**src/rtl/fizzbuzz_rx.sv**
```systemverilog
`default_nettype none
// ============================================================================
// Module   : fizzbuzz_rx
// Purpose  : Receiver/checker for the fizz/buzz/fizzbuzz flag stream of the
//            fizzbuzz counter generator. Acquires phase on a fizzbuzz symbol
//            (assumed count 0), verifies LOCK_LEN consecutive predictions,
//            then tracks the recovered count and flags every deviation.
// Revision : 1.0 - initial release
// ----------------------------------------------------------------------------
// Ports
//   clk          in   1     clock, rising edge
//   resetn       in   1     synchronous active-low reset
//   in_valid     in   1     sample qualifier
//   in_fizz      in   1     received fizz flag
//   in_buzz      in   1     received buzz flag
//   in_fizzbuzz  in   1     received fizzbuzz flag
//   locked       out  1     phase locked (registered)
//   count        out  CW    recovered count of the last accepted sample
//   mismatch     out  1     one-cycle error pulse
//   err_cnt      out  ERRW  saturating count of mismatch pulses
// ----------------------------------------------------------------------------
// Optional feature macro: FIZZBUZZ_RX_FLYWHEEL_EN
//   When defined, a single mismatch while locked is tolerated: the block
//   flywheels along its prediction and only a second consecutive mismatch
//   drops lock.
// ============================================================================
module fizzbuzz_rx #(
  parameter int FIZZ       = 3,
  parameter int BUZZ       = 5,
  parameter int MAX_CYCLES = 100,
  parameter int LOCK_LEN   = 4,
  parameter int ERRW       = 8
) (
  input  logic                          clk,
  input  logic                          resetn,
  input  logic                          in_valid,
  input  logic                          in_fizz,
  input  logic                          in_buzz,
  input  logic                          in_fizzbuzz,
  output logic                          locked,
  output logic [$clog2(MAX_CYCLES)-1:0] count,
  output logic                          mismatch,
  output logic [ERRW-1:0]               err_cnt
);

  localparam int CW  = $clog2(MAX_CYCLES);
  localparam int R3W = $clog2(FIZZ);
  localparam int R5W = $clog2(BUZZ);
  localparam int RW  = $clog2(LOCK_LEN + 1);

  localparam logic [CW-1:0]   CNT_LAST = CW'(MAX_CYCLES - 1);
  localparam logic [R3W-1:0]  R3_LAST  = R3W'(FIZZ - 1);
  localparam logic [R5W-1:0]  R5_LAST  = R5W'(BUZZ - 1);
  localparam logic [RW-1:0]   RUN_LAST = RW'(LOCK_LEN - 1);
  localparam logic [ERRW-1:0] ERR_MAX  = {ERRW{1'b1}};
  // With LOCK_LEN==1 the acquire sample alone is enough to lock.
  localparam bit              ACQ_LOCK = (LOCK_LEN == 1);

  typedef enum logic [1:0] {
    SEARCH = 2'd0,
    VERIFY = 2'd1,
    LOCKED = 2'd2
  } state_t;

  state_t         state;
  logic [R3W-1:0] r3;
  logic [R5W-1:0] r5;
  logic [RW-1:0]  run;
`ifdef FIZZBUZZ_RX_FLYWHEEL_EN
  logic           miss;
`endif

  // Prediction of the next sample. The residues track count mod FIZZ/BUZZ
  // incrementally and are forced to zero together with the count wrap, so
  // no divider is needed.
  logic           wrap;
  logic [CW-1:0]  nxt_count;
  logic [R3W-1:0] nxt_r3;
  logic [R5W-1:0] nxt_r5;
  logic           exp_fizz;
  logic           exp_buzz;
  logic           legal;
  logic           match;
  logic           acquire;
  logic           pulse;

  assign wrap      = (count == CNT_LAST);
  assign nxt_count = wrap ? '0 : count + CW'(1);
  assign nxt_r3    = (wrap || r3 == R3_LAST) ? '0 : r3 + R3W'(1);
  assign nxt_r5    = (wrap || r5 == R5_LAST) ? '0 : r5 + R5W'(1);
  assign exp_fizz  = (nxt_r3 == '0);
  assign exp_buzz  = (nxt_r5 == '0);

  assign legal   = (in_fizzbuzz == (in_fizz & in_buzz));
  // For a legal symbol fizzbuzz follows from fizz and buzz, so comparing
  // those two is a full comparison.
  assign match   = legal & (in_fizz == exp_fizz) & (in_buzz == exp_buzz);
  assign acquire = legal & in_fizzbuzz;

  // Illegal symbols are reported in every state; prediction misses only
  // once locked (a failed verification is silent).
  assign pulse   = in_valid & (~legal | ((state == LOCKED) & ~match));

  always_ff @(posedge clk) begin
    if (!resetn) begin
      state    <= SEARCH;
      locked   <= 1'b0;
      count    <= '0;
      r3       <= '0;
      r5       <= '0;
      run      <= '0;
      mismatch <= 1'b0;
      err_cnt  <= '0;
`ifdef FIZZBUZZ_RX_FLYWHEEL_EN
      miss     <= 1'b0;
`endif
    end else begin
      mismatch <= pulse;
      if (pulse && err_cnt != ERR_MAX) begin
        err_cnt <= err_cnt + ERRW'(1);
      end

      if (in_valid) begin
        case (state)
          SEARCH: begin
            if (acquire) begin
              count  <= '0;
              r3     <= '0;
              r5     <= '0;
              run    <= RW'(1);
              state  <= ACQ_LOCK ? LOCKED : VERIFY;
              locked <= ACQ_LOCK;
            end
          end

          VERIFY: begin
            if (match) begin
              count <= nxt_count;
              r3    <= nxt_r3;
              r5    <= nxt_r5;
              run   <= run + RW'(1);
              if (run == RUN_LAST) begin
                state  <= LOCKED;
                locked <= 1'b1;
              end
            end else if (acquire) begin
              // The offending symbol is itself a fizzbuzz: restart on it.
              count  <= '0;
              r3     <= '0;
              r5     <= '0;
              run    <= RW'(1);
              state  <= ACQ_LOCK ? LOCKED : VERIFY;
              locked <= ACQ_LOCK;
            end else begin
              state <= SEARCH;
            end
          end

          LOCKED: begin
            if (match) begin
              count <= nxt_count;
              r3    <= nxt_r3;
              r5    <= nxt_r5;
`ifdef FIZZBUZZ_RX_FLYWHEEL_EN
              miss  <= 1'b0;
            end else if (!miss) begin
              // First miss: coast along the prediction and stay locked.
              count <= nxt_count;
              r3    <= nxt_r3;
              r5    <= nxt_r5;
              miss  <= 1'b1;
`endif
            end else begin
`ifdef FIZZBUZZ_RX_FLYWHEEL_EN
              miss <= 1'b0;
`endif
              if (acquire) begin
                count  <= '0;
                r3     <= '0;
                r5     <= '0;
                run    <= RW'(1);
                state  <= ACQ_LOCK ? LOCKED : VERIFY;
                locked <= ACQ_LOCK;
              end else begin
                state  <= SEARCH;
                locked <= 1'b0;
              end
            end
          end

          default: begin
            state  <= SEARCH;
            locked <= 1'b0;
          end
        endcase
      end
    end
  end

endmodule
`default_nettype wire

```
**config.mk**
```make
export PLATFORM = sky130hd
export DESIGN_NAME = fizzbuzz_rx
export DESIGN_NICKNAME = d
export VERILOG_FILES = /design/src/rtl/fizzbuzz_rx.sv
export SDC_FILE = /design/constraint.sdc
export NUM_CORES = 1
export LEC_CHECK = 0
export CORE_AREA = 2 2 59 61
export CTS_CLUSTER_SIZE = 25
export DETAILED_ROUTE_END_ITERATION = 6
export DIE_AREA = 0 0 61 63
export MAX_ROUTING_LAYER = met4
export PLACE_DENSITY = 0.88
export SLEW_MARGIN = 20
export SYNTH_ARGS = -nofsm -noshare
export SYNTH_HDL_FRONTEND = slang
export SYNTH_SLANG_ARGS = --single-unit
```
**constraint.sdc**
```tcl
create_clock -name clk -period 4.45 [get_ports clk]
set_clock_uncertainty 0.15 [all_clocks]
set_input_delay 0.89 -clock clk [delete_from_list [all_inputs] [get_ports clk]]
set_output_delay 0.89 -clock clk [all_outputs]
set_load 0.05 [all_outputs]
```
Yosys cells after proc, flatten, opt, wreduce, memory -nomap -nowiden
Index checks and enable logic that the tools add are counted.
Storage, ports and cells
  ROM bits: 0
  bits in latches: 0
  word-level logic and storage cells: 75
  register bits after elaboration: 27
  memory bits (writable): 0
  output and inout port bits: 17
  memories kept: 0
Cells by class
  multipliers: 0
  equal/unequal tests: 13
  div/mod/pow operators: 0
  mux-type cells: 27
  $add $sub $neg: 5
  bitwise logic cells: 9
  order comparisons: 0
  reduce and logical (&&, ||, !) cells: 13
  shift-type cells: 0
Operators with widths (count)
  2-to-1 mux 7 bit: 3
  2-to-1 mux 3 bit: 6
  2-to-1 mux 2 bit: 7
  one-hot mux 7 bit (2 select lines): 1
  one-hot mux 3 bit (3 select lines): 1
  adder 8 x 1 -> 8 bit, second input constant: 1
  inequality test 8 bit, second input constant: 1
  adder 7 x 1 -> 7 bit, second input constant: 1
  == test 7 bit, second input constant: 1
  adder 3 x 1 -> 3 bit, second input constant: 2
  bitwise AND 1 bit: 6
  one-hot mux 2 bit (3 select lines): 1
  one-hot mux 3 bit (2 select lines): 1
  AND reduction 3 bit: 2
  2-to-1 mux 1 bit: 5
  == test 2 bit, second input constant: 2
  logical NOT 2 bit: 2
  inequality test 2 bit, second input constant: 2
  one-hot mux 2 bit (2 select lines): 1
  AND reduction 4 bit: 1
  == test 1 bit: 3
  == test 3 x 2 -> 1 bit, second input constant: 1
  == test 3 bit, second input constant: 1
  logical NOT 3 bit: 1
  other kinds (12): 14

Logic depth before layout (Yosys ltp)
Gate-level depths: netlist of the first run.
  depth in word-level cells: 12
  depth in mapped cells: 11
  mapped depth without buffers: 9

Worst setup path after synthesis of the first run
No wires, ideal clock.
  path type: in2reg
  start: input port in_buzz
  end: register locked
  library setup time: 119 ps
  path slack: 1261 ps
  buffers on the path: 2
  stages: 10
  required time: 4181 ps
  data arrival time: 2921 ps
  cell sequence: buf_6 > nand2_1 > inv_1 > ha_1 > or4_1 > a211oi_2 > nor3_2 > buf_4 > o21a_1 > o221a_2
Between the ends
  word-level cells in the longest chain between the ends: 6
  elaborated cells between the ends (all ways): 12
RTL lines
  start: declaration: line 38  | input logic in_buzz,
  bitwise AND 1 bit: line 94  | assign legal = (in_fizzbuzz == (in_fizz & in_buzz));
  == test 1 bit: line 94
  bitwise AND 1 bit, on equally long branches: line 97, 98
  bitwise AND 1 bit or 2-to-1 mux 1 bit (tied branches)
  inequality test 3 bit (no source line), or another cell as far along
  AND reduction 3 bit (no source line) or one-hot mux 1 bit (3 select lines) (tied branches)
  end signal: assignment: line 107  | locked <= 1'b0;
  end signal: assignment: line 132  | locked <= ACQ_LOCK;
  end signal: assignment: line 144  | locked <= 1'b1;
  end: declaration: line 40  | output logic locked,
Parallel ways exist; a longest one is shown, timed or not.
A chain may end at the register's enable or synchronous reset.

Worst setup path in the final report of the first run
  start: input port in_buzz
  end: register count[4]
Between the ends
  word-level cells in the longest chain between the ends: 6
  elaborated cells between the ends (all ways): 9
RTL lines
  bitwise AND 1 bit: line 94
  == test 1 bit: line 94
  bitwise AND 1 bit, on equally long branches: line 98, 97
  2-to-1 mux 7 bit or bitwise AND 1 bit (tied branches)
  2-to-1 mux 7 bit: line 137  | if (match) begin
  one-hot mux 7 bit (2 select lines) *: line 124  | case (state)
  end signal: assignment: line 138  | count <= nxt_count;
  end signal: assignment: line 161  | count <= nxt_count;
  end: declaration: line 41  | output logic [$clog2(MAX_CYCLES)-1:0] count,
Every way passes the cells marked *; elsewhere a longest branch is shown, timed or not.

==> run_results.csv, run 1 <==
group,metric,value,unit
placed_design,port_buffers,22,
worst_hold_path,hold_class,"register to register",
clocking,cts_tree,"done",
power,ir_drop,0.107,mV
placed_design,post_dp_cell_area,2020,µm²
sta,slew_headroom,0.389,
clocking,clkTransAtPathRegs,0.16,ns
sta,grt_setup_unrepaired,"false",
final_layout,syn2layout_area_growth,14.4,%
worst_setup_path,r2r_setup_slack,1.37,ns
sta,hold_slack,0.361,ns
sta,tightest_slew,0.912,ns
clocking,clock_sinks,27,
clocking,post-cts-setup-buffer-count,0,
floorplanning,die_h,63,µm
worst_setup_path,r2r-start,"r5[0]$_SDFFE_PN0P_",
logic_synthesis,seq_area_frac_synth,0.301,
drt,wl_per_cell,13.9,µm
power,pwr_density_cell,208,nW/µm²
flow_run,max_cap_violations,0,
logic_synthesis,yosysTopAreaCell,"dfxtp_1",
floorplanning,chipWidth,61,µm
drt,vias,1618,
logic_synthesis,yosys.area.top_type_share,0.301,
logic_synthesis,synthCells,208,
clocking,worst_skew_pair.late_latency,0.34,ns
worst_setup_path,path_max_fanout,16,
global_routing,grt_max_degree,18,
logic_synthesis,syn_nets,226,
sta,report.final.slew_viol_count,0,
final_layout,nFillCells,271,
power,p_leak,0.000726,µW
clocking,hold_buffers,0,
logic_synthesis,synth_edf_count,0,
logic_synthesis,synth_async_sr_flop_share,0,
clocking,clock_path_buffers,2,
final_layout,fin_area,2050,µm²
drt,drt-total-wl,3780,µm
logic_synthesis,synth_cell_type_count,54,
clocking,clock_tree.root_cell,"clkbuf_4",
drt,via_per_inst,5.95,
floorplanning,pin_count,23,
final_layout,layout-drive-gt1-share,0.0885,
logic_synthesis,synthesis.area,1790,µm²
global_routing,antenna_found_initial,0,
global_routing,grt_pass1_vias,1429,
floorplanning,initial_core_util,0.555,
global_routing,grt_pass1_wl,6470,µm
logic_synthesis,synth-main-ff-cell,"dfxtp_1",
global_routing,gr-usage-all-layers,0.219,
sta,finalSetupTns,0,ns
clocking,cts-resized-gates,0,
worst_setup_path,cp.required,4.55,ns
worst_setup_path,crit_type,"input port to register",
logic_synthesis,synth_area_per_cell,8.62,µm²
floorplanning,fp.coreArea,3230,µm²
drt,drc,0,
sta,fin_crit_sh,0.814,
drt,drtPass1Iterations,4,
sta,final-hold-violation-count,0,
worst_setup_path,crit_start,"in_buzz",
floorplanning,fp.dieArea,3840,µm²
global_routing,overflow,0,
clocking,numCtsBuffers,3,
placed_design,place_congestion,0.889,
final_layout,antenna_cells,0,
final_layout,fin_nets,245,
logic_synthesis,synth_area_leaders,"dfxtp_1 (30%), ha_1 (8.4%), a21oi_1 (4.5%)",
sta,min_period,3.62,ns
worst_hold_path,min_from,"r3[1]$_SDFFE_PN0P_",
drt,drtIter0Drc,67,
sta,finalSetupViolCount,0,
placed_design,dp_hpwl,2760,µm
logic_synthesis,ys_seq_elements,27,
logic_synthesis,ys_warn_count,0,
clocking,cts_max_level,1,
sta,fmax,276,MHz
worst_setup_path,worstPathArrival,3.72,ns
drt,ant_nets,0,
status,status,"finished clean",
worst_setup_path,critPathCaptureType,"register",
floorplanning,std_cell_rows,21,
worst_setup_path,start_kind,"input port",
-- worst max-delay path: stages --
cell and delay [ns]:
clkdlybuf4s50_1 0.54, nand2_1 0.20, inv_1 0.06, ha_1 0.41, nor3b_1 0.08, o211ai_1 0.12, a21boi_2 0.10, nor3_2 0.76
nor3_2 0.20, a221o_1 0.37
-- metal layers --
| metal | vias to the layer above | global-route usage | share of wire |
|---|---|---|---|
| li1 | 827 | - | - |
| met1 | 734 | 0.306 | 0.48 |
| met2 | 53 | 0.324 | 0.46 |
| met3 | 4 | 0.0248 | 0.052 |
| met4 | 0 | 0.0761 | 0.0087 |
| met5 | - | - | 0 |
-- state kept, by name, indices dropped and copies added, names as in the netlist --
signal    flops
mismatch      1
r5            3
locked        1
count         7
run           3
state         2
err_cnt       8
r3            2
-- placed cells by master, fill, tap and decap left out, types with 3 or more instances in the layout --
cell             count
a21oi_1             16
a221o_1              3
clkbuf_4             3
clkdlybuf4s50_1     22
dfxtp_1             27
ha_1                12
inv_1               13
mux2i_1              4
nand2_1             20
nand2b_1             5
nand3_1             12
nor2_1               6
nor2b_1              3
nor3_1               3
nor4_1               7
o21a_1               3
o21ai_0              5
o31ai_1              5
or3_1                4
or4_1                9
-- cells by family (layout without fill, tap and decap cells) --
group | count (synthesis) | after routing | share of synthesized area
multiplexers | 5 | 5 | 0.0286
flip-flops | 27 | 27 | 0.301
XOR/XNOR | 2 | 2 | 0.00977
AND/OR/NAND/NOR | 88 | 88 | 0.304
AO/OA/AOI/OAI | 53 | 53 | 0.218
adder cells (fa/ha/maj) | 12 | 12 | 0.0837
buffers and inverters | 21 | 39 | 0.0551
-- per-stage QoR --
stage | power (µW) | worst slack [ns] | std cells | utilization
detailed placement | 311 | 0.507 | 268 | 0.625
global placement | 309 | 0.589 | 268 | 0.625
CTS | 427 | 0.881 | 272 | 0.635
finish | 426 | 0.828 | 272 | 0.635
floorplan | 296 | 1.26 | 208 | -
global route | 445 | 0.690 | 272 | 0.635
-- final cells by class --
| class | count | area (µm²) | area share |
|---|---|---|---|
| timing repair buffer | 22 | 220 | 0.107 |
| inverter | 13 | 48.8 | 0.0238 |
| clock inverter | 1 | 8.76 | 0.00427 |
| tap | 46 | 57.6 | 0.0280 |
| multi-input combinational | 160 | 1150 | 0.562 |
| sequential | 27 | 541 | 0.263 |
| clock buffer | 3 | 22.5 | 0.0110 |
-- where the power goes --
group	switching [µW]	total, µW	internal, µW
clock network	82.6	119	36.8
registers	3.11	248	245
logic	38.1	58.7	20.6
total	124	426	302
-- synth_stat cells, drive strengths merged (2+ instances only) --
library cell and instances:
a211oi 2, a21o 2, a21oi 16, a221o 3, a22o 2, a41o 2
and3 2, and4 2, buf 4, clkbuf 4, dfxtp 27, ha 12
inv 13, mux2i 4, nand2 20, nand2b 5, nand3 13, nand4b 2
nor2 6, nor2b 3, nor3 5, nor4 7, o211ai 3, o21a 3
o21ai 6, o221a 2, o31ai 5, or2 2, or3 4, or4 10
or4b 2
-- worst paths after layout --
path                                              end  cells after the start
worst max-delay path            count[4]$_SDFFE_PN0P_                     10
worst min-delay path               r3[1]$_SDFFE_PN0P_                      1
worst max register to register  count[4]$_SDFFE_PN0P_                      8
worst min register to register     r3[1]$_SDFFE_PN0P_                      1
No activity file was read; power rests on OpenSTA's default activity.
==> inputs of run 2 (changes only) <==
Settings changed: CORE_AREA 2 2 59 61 to 2 2 63 65, DIE_AREA 0 0 61 63 to 0 0 65 67, PLACE_DENSITY 0.88 to 0.82.
Clock period 4.45 ns to 3.1 ns, I/O delays scaled along.
==> run 2 against run 1 <==
Sequential share of layout area down 2.4 points. Wire length up 13%. Power up 61%. Count of clock-buffer cells in the layout unchanged. Largest cell class unchanged. Largest power group unchanged. Highest routed layer unchanged.
==> run_results.csv, run 2 (same netlist as run 1, synthesis figures left out) <==
group,metric,value,unit
worst_setup_path,start_kind,"input port",
power,p_leak,0.000833,µW
status,status,"finished clean",
global_routing,antenna_found_initial,0,
worst_hold_path,hold_class,"register to register",
drt,drt-total-wl,4270,µm
worst_setup_path,slowest_stage,"or4b_1",
global_routing,grt_pass1_wl,6920,µm
final_layout,largest_reg_flops,8,
placed_design,dp_hpwl,3030,µm
drt,drtPass1Iterations,4,
sta,finalSetupViolCount,0,
drt,wl_met2,2030,µm
clocking,cts_max_level,1,
power,p_comb_frac,0.159,
worst_setup_path,path_max_fanout,8,
floorplanning,pin_count,23,
clocking,clock_tree.root_cell,"clkbuf_8",
global_routing,overflow,0,
worst_setup_path,crit_type,"input port to register",
worst_setup_path,critPathCaptureType,"register",
sta,fmax,332,MHz
worst_setup_path,crit_family,"compound AO/OA/AOI/OAI gates",
power,pwr_density_cell,304,nW/µm²
global_routing,grt_max_degree,18,
floorplanning,fp.coreArea,3610,µm²
power,p_total,685,µW
final_layout,syn2layout_area_growth,25.8,%
final_layout,fin_nets,266,
power,ir_drop,0.201,mV
floorplanning,chipWidth,65,µm
worst_setup_path,crit_chain,"clkdlybuf4s50_1, nand2_1, inv_2, ha_4, or4b_1, a211oi_2, nor3_4, buf_4, o21a_1, o221a_2",
drt,via_per_inst,6.02,
drt,drtIter0Drc,104,
worst_setup_path,worstPathArrival,3.04,ns
floorplanning,fp.dieArea,4360,µm²
placed_design,place_congestion,0.922,
sta,fin_crit_sh,0.970,
clocking,numCtsBuffers,3,
drt,ant_nets,0,
clocking,clock_path_buffers,2,
drt,vias,1776,
sta,min_period,3.01,ns
sta,tightest_slew,0.498,ns
final_layout,reg.largest.list,"err_cnt (8), count (7)",
drt,drc,0,
sta,slew_headroom,0.667,
worst_setup_path,r2r_setup_slack,0.19,ns
final_layout,antenna_cells,0,
global_routing,gr-usage-all-layers,0.202,
clocking,hold_buffers,0,
clocking,clkTransAtPathRegs,0.11,ns
global_routing,grt_pass1_vias,1611,
worst_setup_path,slowest_delay,0.52,ns
clocking,cts_tree,"done",
floorplanning,initial_core_util,0.497,
final_layout,final_common_cell,"dfxtp_1",
placed_design,port_buffers,22,
sta,hold_slack,0.353,ns
drt,highest_layer,"met4",
clocking,clock_sinks,27,
final_layout,top_register,"err_cnt",
drt,dr_wl_met3,216,µm
drt,wl_per_cell,14.5,µm
sta,final-hold-violation-count,0,
worst_setup_path,cp_num_buf_inv,3,
floorplanning,die_h,67,µm
final_layout,layout_common_cells,"dfxtp_1 (27), clkdlybuf4s50_1 (22), buf_4 (21)",
flow_run,max_cap_violations,0,
power,power.internal,494,µW
power,seq_power_share,0.519,
final_layout,layout-drive-gt1-share,0.178,
power,clkPwrFrac,0.321,
sta,grt_setup_unrepaired,"false",
clocking,worst_skew_pair.late_latency,0.28,ns
sta,report.final.slew_viol_count,0,
worst_setup_path,cp.required,3.13,ns
floorplanning,std_cell_rows,22,
power,swShare,0.279,
power,power.switching,191,µW
drt,wl_met1,1970,µm
-- run 2: cell types whose count changed in the layout (fill, tap and decap cells not counted), sizes merged --
cell  before  now
buf        0   21
-- run 2: power groups by stage --
stage | clock network [µW] | logic [µW] | registers (µW)
after floorplan | 0 | 50.6 | 374
after global placement | 0 | 100 | 364
after detailed placement | 0 | 102 | 364
after CTS | 221 | 103 | 356
after global routing | 232 | 118 | 357
final | 220 | 109 | 356
-- run 2: worst paths after layout --
| path | start | to | cells past startpoint |
|---|---|---|---|
| hold reg to reg | err_cnt[4]$_SDFFE_PN0P_ | err_cnt[4]$_SDFFE_PN0P_ | 2 |
| setup / recovery | in_buzz | locked$_SDFFE_PN0P_ | 10 |
| setup reg to reg | r5[0]$_SDFFE_PN0P_ | count[4]$_SDFFE_PN0P_ | 8 |
| hold / removal | err_cnt[4]$_SDFFE_PN0P_ | err_cnt[4]$_SDFFE_PN0P_ | 2 |
-- run 2: final cells by class --
type,count,area (µm²)
fill,322,1350
timing repair buffer,43,378
tap,48,60.1
clock buffer,3,41.3
sequential,27,541
inverter,13,48.8
multi-input combinational,160,1180
clock inverter,1,8.76
-- run 2: metal layers --
| metal | vias to the layer above | GRT usage |
|---|---|---|
| met4 | 0 | 0.0665 |
| met1 | 846 | 0.253 |
| li1 | 870 | - |
| met2 | 53 | 0.336 |
| met3 | 7 | 0.0270 |
| met5 | - | - |
-- run 2: repair_timing --
item                                    CTS  global route
gates resized for setup                   0             4
endpoints found under the setup margin    0             6
setup buffers                             0             2
endpoints found under the hold margin     0             0
-- run 2: worst min-delay path, stage by stage (launching register included) --
cell	delay, ns
dfxtp_1	0.35
o31ai_1	0.07
a21oi_1	0.05
-- run 2: metrics by stage --
step	setup WS [ns]	area, µm²	setup TNS, ns	std cells	utilization
2_1_floorplan	0.181	1790	0	208	-
3_3_place_gp	-0.125	2170	-0.879	289	0.601
3_5_place_dp	-0.202	2170	-1.74	289	0.601
4_1_cts	0.0959	2220	0	293	0.615
5_1_grt	0.00549	2260	0	295	0.626
6_report	0.0925	2260	0	295	0.626
==> inputs of run 3 (changes only) <==
Settings changed: PLACE_DENSITY 0.82 to 0.75.
==> run 3 against run 2 <==
Global-route usage increased by 0.32 points. Power fell by 0.14%. Critical path depth shrank 1. Die area unchanged. Via count shrank 3.8%. Worst setup slack better by 0.032 ns. Sequential share of layout area fell by 0.29 points. Register-to-register slack got worse by 0.03 ns. Combinational power about the same. Sequential power barely moved. Hold slack lost 0.0019 ns. Clock power about the same. Critical endpoint unchanged. Largest power group unchanged. Highest routed layer unchanged.
==> run_results.csv, run 3 (same netlist as run 1, synthesis figures left out) <==
group,metric,value,unit
status,status,"finished clean",
final_layout,antenna_cells,0,
clocking,clock_tree.root_cell,"clkbuf_8",
clocking,cts_tree,"done",
sta,tightest_slew,0.513,ns
worst_setup_path,slowest_delay,0.55,ns
final_layout,layout_common_cells,"dfxtp_1 (27), buf_4 (22), nand2_1 (20), clkdlybuf4s50_1 (20), a21oi_1 (16)",
clocking,clkTransAtPathRegs,0.10,ns
flow_run,max_cap_violations,0,
worst_setup_path,crit_type,"input port to register",
worst_hold_path,hold_class,"register to register",
clocking,clock_path_buffers,2,
power,pwr_density_cell,300,nW/µm²
drt,drc,0,
worst_setup_path,slowest_stage,"or4b_4",
worst_setup_path,cp.required,3.14,ns
final_layout,largest_reg_flops,8,
global_routing,antenna_found_initial,0,
worst_setup_path,start_kind,"input port",
clocking,cts_max_level,1,
sta,finalSetupTns,0,ns
worst_setup_path,crit_family,"buffers and inverters",
floorplanning,pin_count,23,
final_layout,reg.largest.list,"err_cnt (8), count (7)",
final_layout,top_register,"err_cnt",
final_layout,syn2layout_area_growth,27.4,%
final_layout,fin_nets,268,
sta,min_period,2.98,ns
clocking,worst_skew_pair.late_latency,0.28,ns
drt,wl_per_cell,14.2,µm
drt,vias,1708,
global_routing,grt_max_degree,17,
power,ir_drop,0.147,mV
worst_setup_path,worstPathArrival,3.01,ns
worst_setup_path,critPathCaptureType,"register",
sta,final-hold-violation-count,0,
sta,grt_setup_unrepaired,"false",
drt,via_per_inst,5.75,
global_routing,overflow,0,
placed_design,dp_hpwl,2980,µm
floorplanning,die_h,67,µm
worst_setup_path,cp_num_buf_inv,3,
drt,drtIter0Drc,84,
drt,ant_nets,0,
clocking,numCtsBuffers,3,
global_routing,grt_pass1_vias,1534,
final_layout,layout-drive-gt1-share,0.185,
final_layout,final_common_cell,"dfxtp_1",
placed_design,place_congestion,0.823,
sta,fmax,336,MHz
placed_design,port_buffers,22,
global_routing,grt_pass1_wl,6980,µm
sta,finalSetupViolCount,0,
sta,hold_slack,0.351,ns
sta,fin_crit_sh,0.960,
floorplanning,fp.coreArea,3610,µm²
sta,fin_ws,0.125,ns
floorplanning,initial_core_util,0.497,
floorplanning,fp.dieArea,4360,µm²
sta,slew_headroom,0.657,
global_routing,gr-usage-all-layers,0.205,
power,p_leak,0.000858,µW
floorplanning,std_cell_rows,22,
placed_design,dpl_worst_slack,-0.202,ns
sta,report.final.slew_viol_count,0,
floorplanning,chipWidth,65,µm
clocking,clock_sinks,27,
worst_setup_path,path_max_fanout,6,
drt,drtPass1Iterations,4,
worst_setup_path,crit_chain,"clkdlybuf4s50_1, ha_4, or4b_4, a211oi_4, nor3_4, buf_6, buf_4, o21a_1, o221a_2",
drt,drt-total-wl,4220,µm
run 3: cell count changes in the layout (fill, tap and decap cells not counted), sizes merged:
cell / previous run / this run
buf: 21 / 23
clkdlybuf4s50: 22 / 20
dlymetal6s2s: 0 / 2
inv: 14 / 13
clkinvlp: 0 / 1
run 3: repair_timing:
| item | CTS | global route |
|---|---|---|
| gates resized for setup | 0 | 10 |
| endpoints found under the setup margin | 0 | 3 |
| hold buffers | 0 | 0 |
| buffers inserted | 0 | 4 |
run 3: worst paths after layout:
check	startpoint	to	slack, ns	cells after the start
setup / recovery	in_fizzbuzz	locked$_SDFFE_PN0P_	0.12	9
hold reg to reg	r3[1]$_SDFFE_PN0P_	r3[1]$_SDFFE_PN0P_	0.35	1
hold / removal	r3[1]$_SDFFE_PN0P_	r3[1]$_SDFFE_PN0P_	0.35	1
setup reg to reg	r5[0]$_SDFFE_PN0P_	count[5]$_SDFFE_PN0P_	0.16	8
run 3: through the flow:
stage	cells	total power [µW]	area (µm²)	util
finish	297	684	2280	0.633
global route	297	700	2280	0.633
CTS	293	673	2210	0.614
detailed placement	289	465	2170	0.601
global placement	289	463	2170	0.601
floorplan	208	425	1790	-
run 3: per-layer routing:
| metal | global-route usage | part of all wire |
|---|---|---|
| met5 | - | 0 |
| met2 | 0.352 | 0.48 |
| met1 | 0.261 | 0.47 |
| met4 | 0.0399 | 0.0088 |
| met3 | 0.0253 | 0.038 |
run 3: layout make-up:
type | instances | area (µm²)
tap | 48 | 60.1
sequential | 27 | 541
fill | 320 | 1320
clock inverter | 1 | 7.51
timing repair buffer | 45 | 402
inverter | 13 | 48.8
clock buffer | 3 | 41.3
multi-input combinational | 160 | 1180
run 3: worst register-to-register path: cells and delay by family (launching register included):
family,cells,cell delay (ns)
adders and majority gates,1,0.32
and+or+nand+nor,4,1.44
buffers and inverters,1,0.08
AOI/OAI and AO/OA,1,0.34
DFF,1,0.42
xor gates and xnor gates,1,0.09
run 3: report_power, final:
group | switching (µW) | total, µW | internal (µW)
clock | 126 | 218 | 91.6
combinational | 61.3 | 111 | 49.7
sequential | 4.72 | 356 | 351
total | 192 | 684 | 492
